`config.mk`:
```
export PLATFORM = sky130hd
export DESIGN_NAME = multicycle_control
export DESIGN_NICKNAME = d
export VERILOG_FILES = /design/src/rtl/riscv_defines.sv /design/src/rtl/alu_control.sv /design/src/rtl/multicycle_control.sv
export SDC_FILE = /design/constraint.sdc
export NUM_CORES = 1
export LEC_CHECK = 0
export BUFFER_PORTS_ARGS = -buffer_cell sky130_fd_sc_hd__buf_2
export CORE_AREA = 5 5 42 44
export DETAILED_ROUTE_END_ITERATION = 10
export DIE_AREA = 0 0 47 49
export GPL_ROUTABILITY_DRIVEN = 1
export HOLD_SLACK_MARGIN = 0.03
export PLACE_DENSITY_LB_ADDON = 0.25
export SLEW_MARGIN = 20
export SYNTH_ARGS = -nofsm -noshare
export SYNTH_HDL_FRONTEND = slang
export SYNTH_HIERARCHICAL = 1
export SYNTH_SLANG_ARGS = --single-unit
export TNS_END_PERCENT = 10
```
`constraint.sdc`:
```
create_clock -name clk -period 2.85 [get_ports clk]
set_input_delay 0.285 -clock clk [delete_from_list [all_inputs] [get_ports clk]]
set_output_delay 0.285 -clock clk [all_outputs]
set_load 0.01 [all_outputs]
```
`src/rtl/riscv_defines.sv`:
```
// Shared encodings for the RV32I-subset cores: FSM states, opcodes, ALU ops
// and datapath mux selects.
package riscv_defines;

  typedef enum logic [3:0] {
    S_FETCH     = 4'd0,
    S_DECODE    = 4'd1,
    S_MEM_ADDR  = 4'd2,
    S_MEM_READ  = 4'd3,
    S_MEM_WB    = 4'd4,
    S_MEM_WRITE = 4'd5,
    S_EXEC_R    = 4'd6,
    S_EXEC_I    = 4'd7,
    S_ALU_WB    = 4'd8,
    S_BRANCH    = 4'd9,
    S_JAL       = 4'd10
  } state_t;

  localparam logic [6:0] OP_LOAD   = 7'b0000011;
  localparam logic [6:0] OP_STORE  = 7'b0100011;
  localparam logic [6:0] OP_RTYPE  = 7'b0110011;
  localparam logic [6:0] OP_ITYPE  = 7'b0010011;
  localparam logic [6:0] OP_BRANCH = 7'b1100011;
  localparam logic [6:0] OP_JAL    = 7'b1101111;

  localparam logic [3:0] ALU_AND = 4'b0000;
  localparam logic [3:0] ALU_OR  = 4'b0001;
  localparam logic [3:0] ALU_ADD = 4'b0010;
  localparam logic [3:0] ALU_SUB = 4'b0110;
  localparam logic [3:0] ALU_SLT = 4'b0111;
  localparam logic [3:0] ALU_NOR = 4'b1100;

  localparam logic [1:0] SRC_A_PC    = 2'd0;
  localparam logic [1:0] SRC_A_RS1   = 2'd1;
  localparam logic [1:0] SRC_A_OLDPC = 2'd2;

  localparam logic [1:0] SRC_B_RS2  = 2'd0;
  localparam logic [1:0] SRC_B_FOUR = 2'd1;
  localparam logic [1:0] SRC_B_IMM  = 2'd2;

  localparam logic [1:0] PC_SRC_ALU    = 2'd0;
  localparam logic [1:0] PC_SRC_ALUOUT = 2'd1;
  localparam logic [1:0] PC_SRC_JUMP   = 2'd2;

endpackage

```
`src/rtl/alu_control.sv`:
```
// Combinational funct3/funct7 decode to the 4-bit ALU op; shared with the
// single-cycle core.
module alu_control
  import riscv_defines::*;
(
  input  logic [2:0] funct3,
  input  logic       funct7_5,
  input  logic       is_rtype,
  output logic [3:0] alu_op
);

  always_comb begin
    alu_op = ALU_ADD;
    case (funct3)
      3'b000:  alu_op = (funct7_5 && is_rtype) ? ALU_SUB : ALU_ADD;
      3'b010:  alu_op = ALU_SLT;
      3'b110:  alu_op = ALU_OR;
      3'b111:  alu_op = ALU_AND;
      default: alu_op = ALU_ADD;
    endcase
  end

endmodule

```
`src/rtl/multicycle_control.sv`:
```
// Multi-cycle RV32I-subset control FSM: sequences fetch/decode/execute/mem/wb
// and drives datapath enables, mux selects and the ALU op from the state.
module multicycle_control
  import riscv_defines::*;
#(
  parameter logic [3:0] RESET_STATE = 4'd0
) (
  input  logic       clk,
  input  logic       reset,
  input  logic [6:0] opcode,
  input  logic [2:0] funct3,
  input  logic       funct7_5,
  input  logic       alu_zero,
  output logic       pc_write,
  output logic       pc_write_cond,
  output logic       i_or_d,
  output logic       mem_read,
  output logic       mem_write,
  output logic       ir_write,
  output logic       mem_to_reg,
  output logic       reg_write,
  output logic [1:0] alu_src_a,
  output logic [1:0] alu_src_b,
  output logic [1:0] pc_source,
  output logic [3:0] alu_operation,
  output logic       retire
);

  state_t     state;
  logic       is_rtype;
  logic [3:0] ctl_op;

  // Branch gating on alu_zero happens in the datapath; the port is kept for
  // interface compatibility only.
  logic unused_alu_zero;
  assign unused_alu_zero = alu_zero;

  assign is_rtype = (state == S_EXEC_R);

  alu_control u_alu_control (
    .funct3   (funct3),
    .funct7_5 (funct7_5),
    .is_rtype (is_rtype),
    .alu_op   (ctl_op)
  );

  always_ff @(posedge clk) begin
    if (reset) begin
      state <= state_t'(RESET_STATE);
    end else begin
      case (state)
        S_FETCH:  state <= S_DECODE;
        S_DECODE: begin
          case (opcode)
            OP_LOAD, OP_STORE: state <= S_MEM_ADDR;
            OP_RTYPE:          state <= S_EXEC_R;
            OP_ITYPE:          state <= S_EXEC_I;
            OP_BRANCH:         state <= S_BRANCH;
            OP_JAL:            state <= S_JAL;
            default:           state <= S_FETCH;
          endcase
        end
        S_MEM_ADDR:  state <= (opcode == OP_LOAD) ? S_MEM_READ : S_MEM_WRITE;
        S_MEM_READ:  state <= S_MEM_WB;
        S_EXEC_R:    state <= S_ALU_WB;
        S_EXEC_I:    state <= S_ALU_WB;
        default:     state <= S_FETCH;
      endcase
    end
  end

  // Outputs are gated by reset directly so an aborted instruction cannot
  // write the RF or memory in the cycle reset is sampled.
  always_comb begin
    pc_write      = 1'b0;
    pc_write_cond = 1'b0;
    i_or_d        = 1'b0;
    mem_read      = 1'b0;
    mem_write     = 1'b0;
    ir_write      = 1'b0;
    mem_to_reg    = 1'b0;
    reg_write     = 1'b0;
    alu_src_a     = SRC_A_PC;
    alu_src_b     = SRC_B_RS2;
    pc_source     = PC_SRC_ALU;
    alu_operation = ALU_ADD;
    retire        = 1'b0;
    if (!reset) begin
      case (state)
        S_FETCH: begin
          mem_read  = 1'b1;
          ir_write  = 1'b1;
          alu_src_a = SRC_A_PC;
          alu_src_b = SRC_B_FOUR;
          pc_source = PC_SRC_ALU;
          pc_write  = 1'b1;
        end
        S_DECODE: begin
          alu_src_a = SRC_A_OLDPC;
          alu_src_b = SRC_B_IMM;
          case (opcode)
            OP_LOAD, OP_STORE, OP_RTYPE, OP_ITYPE, OP_BRANCH, OP_JAL: retire = 1'b0;
            default: retire = 1'b1;
          endcase
        end
        S_MEM_ADDR: begin
          alu_src_a = SRC_A_RS1;
          alu_src_b = SRC_B_IMM;
        end
        S_MEM_READ: begin
          mem_read = 1'b1;
          i_or_d   = 1'b1;
        end
        S_MEM_WB: begin
          reg_write  = 1'b1;
          mem_to_reg = 1'b1;
          retire     = 1'b1;
        end
        S_MEM_WRITE: begin
          mem_write = 1'b1;
          i_or_d    = 1'b1;
          retire    = 1'b1;
        end
        S_EXEC_R: begin
          alu_src_a     = SRC_A_RS1;
          alu_src_b     = SRC_B_RS2;
          alu_operation = ctl_op;
        end
        S_EXEC_I: begin
          alu_src_a     = SRC_A_RS1;
          alu_src_b     = SRC_B_IMM;
          alu_operation = ctl_op;
        end
        S_ALU_WB: begin
          reg_write = 1'b1;
          retire    = 1'b1;
        end
        S_BRANCH: begin
          alu_src_a     = SRC_A_RS1;
          alu_src_b     = SRC_B_RS2;
          alu_operation = ALU_SUB;
          pc_source     = PC_SRC_ALUOUT;
          pc_write_cond = 1'b1;
          retire        = 1'b1;
        end
        S_JAL: begin
          reg_write = 1'b1;
          pc_source = PC_SRC_JUMP;
          pc_write  = 1'b1;
          retire    = 1'b1;
        end
        default: ;
      endcase
    end
  end

endmodule

```
==> impl_metrics.json <==
{
  "status": "completed",
  "critPathRequiredTime_ps": 2570,
  "tightestPinTransition_ps": 479,
  "grt_pass1_vias": 594,
  "critical_path.startpoint": "state[1]$_SDFF_PP0_",
  "final_cells": 121,
  "dp_hpwl_um": 1190,
  "syn_avg_cell_area_um2": 7.16,
  "rsz0062_at_grt": "no",
  "irDropWorstVdd_v": 0.000162,
  "netlist.top_cell.by_area": "sky130_fd_sc_hd__dfxtp_1",
  "netlist-cell-type-count": 42,
  "drc": 0,
  "power_consumption_uw": 180,
  "path_class": "flop to output pin",
  "cts_tree": "done",
  "slowest_stage": "sky130_fd_sc_hd__dfxtp_1",
  "wire_length_of_the_first_global_routing_pass_um": 2490,
  "synth.yosys.warnings": 6,
  "fp.dieW_um": 47,
  "cpPeakStageDelay_ps": 550,
  "ff2ff_path_depth": 3,
  "static-leakage-power_nw": 0.319,
  "gp_congestion": 0.882,
  "grt_max_degree": 15,
  "synthToLayoutAreaGrowth_pct": 24.5,
  "critical_path.n_buffers_inverters": 1,
  "dr.pass1.iters": 4,
  "worst_r2r_startpoint": "state[2]$_SDFF_PP0_",
  "clk_pin_slew_ps": 40,
  "timing.hold.worst_path_depth": 2,
  "track_usage_pct": 14.0,
  "layout.cell_area.non_filler_um2": 713,
  "totalNegativeSetupSlack_ps": 0,
  "clockRootBuffer": "sky130_fd_sc_hd__clkbuf_4",
  "worst_path_most_repeated_cell": "sky130_fd_sc_hd__a21oi_1",
  "synth_enable_flop_cells": 0,
  "drt-vias-per-instance": 5.47,
  "grt_antenna_before_repair": 0,
  "clock.fmax_mhz": 505,
  "registers.top_by_ff_count": "state",
  "synthTopCellsByArea": "sky130_fd_sc_hd__dfxtp_1 14%, sky130_fd_sc_hd__nand2b_1 6.6%, sky130_fd_sc_hd__nor3_1 6.1%",
  "crit_family": "flip-flops",
  "maxCapViolations": 0,
  "ys_seq_elements": 4,
  "syn-instance-count": 80,
  "setup.reg_to_reg.worst_slack_ps": 1410,
  "synth.net_count": 94,
  "timing.hold.ws_ps": 369,
  "largest_register_ff_count": 4,
  "power_per_cell_area_mw_per_mm2": 253,
  "hold_path.startpoint": "opcode[4]",
  "slew_violations": 0,
  "synth.top_cell.area_share_pct": 14.0,
  "worst_hold_path_type": "input port to flop",
  "initial_core_utilization_pct": 40.9,
  "drive_above_1_share_pct": 39.0,
  "endpoint_kind": "output pin",
  "die_height_um": 49,
  "fp.dieArea_mm2": 0.00230,
  "hold-path-endpoint": "state[2]$_SDFF_PP0_",
  "insertion_delay_ps": 230,
  "num_rows": 14,
  "cts_htree_levels": 1,
  "slew-limit-headroom_pct": 67.2,
  "period_utilisation_layout_pct": 69.4,
  "antenna_cells": 0,
  "post-synth-top-count-cell": "sky130_fd_sc_hd__nor3_1",
  "ctsResizeCount": 0,
  "final_period_minus_worst_setup_slack_ps": 1980,
  "wl_um": 1490,
  "core_mm2": 0.00140,
  "cts_buf_count": 3,
  "critPathMaxFanout": 12,
  "antenna_violating_nets_post_route": 0,
  "timing.final.hold_violations": 0,
  "reg_top3": "state (4)",
  "cts.repair_timing.setup_buffer_count": 0,
  "dpl_cell_area_um2": 691,
  "setup_viol_count_final": 0,
  "route.vias.total": 662,
  "max_clock_skew_ps": 0.523,
  "synth_common_cells": "7 x sky130_fd_sc_hd__nor3_1, 6 x sky130_fd_sc_hd__nand2b_1, 5 x sky130_fd_sc_hd__a21oi_1, 5 x sky130_fd_sc_hd__nand2_1, 5 x sky130_fd_sc_hd__nor2_1",
  "drt-wirelength-per-cell_um": 12.3,
  "port-buffer-count": 30,
  "grt_overflow_total": 0,
  "timing.critical_path.cells": "nand2b_1 > nor2_1 > a21oi_1 > nor3_2 > nand3_1 > a21oi_1 > buf_2",
  "synthArstFlopShare_pct": 0,
  "ctsLongestPathBuffers": 2,
  "boundaryPins": 33,
  "cts.sink_count": 4,
  "synth_seq_area_share_pct": 14.0,
  "cts.hold.buffers_added": 0,
  "drt_first_iter_violations": 10,
  "nets": 121,
  "place_inst": 118,
  "synth_ff_type": "sky130_fd_sc_hd__dfxtp_1",
  "critical_path.startpoint_type": "flop",
  "r2r-end": "state[1]$_SDFF_PP0_",
  "worstPathArrival_ps": 1690,
  "synth.cell_area_um2": 573
}
[layout by cell type, fill, tap and decap left out, drive strengths merged, types with 2 or more instances in the layout]
master | netlist | routed
buf | 7 | 30
nor3 | 9 | 9
nand2b | 6 | 6
nor2 | 5 | 5
a21oi | 5 | 5
nand2 | 5 | 5
dfxtp | 4 | 4
or2 | 3 | 3
clkbuf | 1 | 3
and3b | 2 | 2
and2 | 2 | 2
xnor2 | 2 | 2
o22ai | 2 | 2
nor3b | 2 | 2
or3 | 2 | 2
[stage by stage]
step / worst slack (ps) / util, %
detailed placement: 1140 / 49.3
global route: 625 / 50.9
CTS: 881 / 50.9
finish: 871 / 50.9
global placement: 1150 / 49.3
floorplan: 1190 / -
[routing by layer]
layer	track usage [%]	wire (um)
met1	17.1	621
met2	22.6	728
met3	2.58	141
met4	6.45	0
met5	0	0
[area by class of cell]
cell class              count  area, um2
fillers                   153        688
clock buffers               3       22.5
multi-input cells          67        437
flip-flops and latches      4       80.1
well taps                  16       20.0
inverters                   1       3.75
repair buffers             30        150
[how the worst max path moves through the flow]
stage,endpoint,slack [ps],cells past startpoint
after floorplan,pc_write,1190,4
after global placement,alu_operation[2],1150,7
after detailed placement,alu_operation[2],1140,7
after CTS,alu_operation[2],880,7
after global routing,alu_operation[2],630,7
final,alu_operation[2],870,7
[logic make-up (layout without fill, tap and decap cells)]
kind of cell | count (synthesis) | after routing | share of synthesized area [%]
AOI/OAI and AO/OA | 17 | 17 | 20.5
DFF | 4 | 4 | 14.0
other | 1 | 1 | 0.654
xor gates and xnor gates | 3 | 3 | 4.59
and+or+nand+nor | 46 | 46 | 50.4
buffers and inverters | 9 | 34 | 9.82
[power by group]
group	internal, mW	total (mW)	switching, mW	leakage [nW]
Combinational	0.0233	0.0500	0.0267	0.273
Clock	0.0470	0.0689	0.0219	0.0138
Sequential	0.0576	0.0616	0.00398	0.0326
Total	0.128	0.180	0.0526	0.319
No activity file was read; power rests on OpenSTA's default activity.
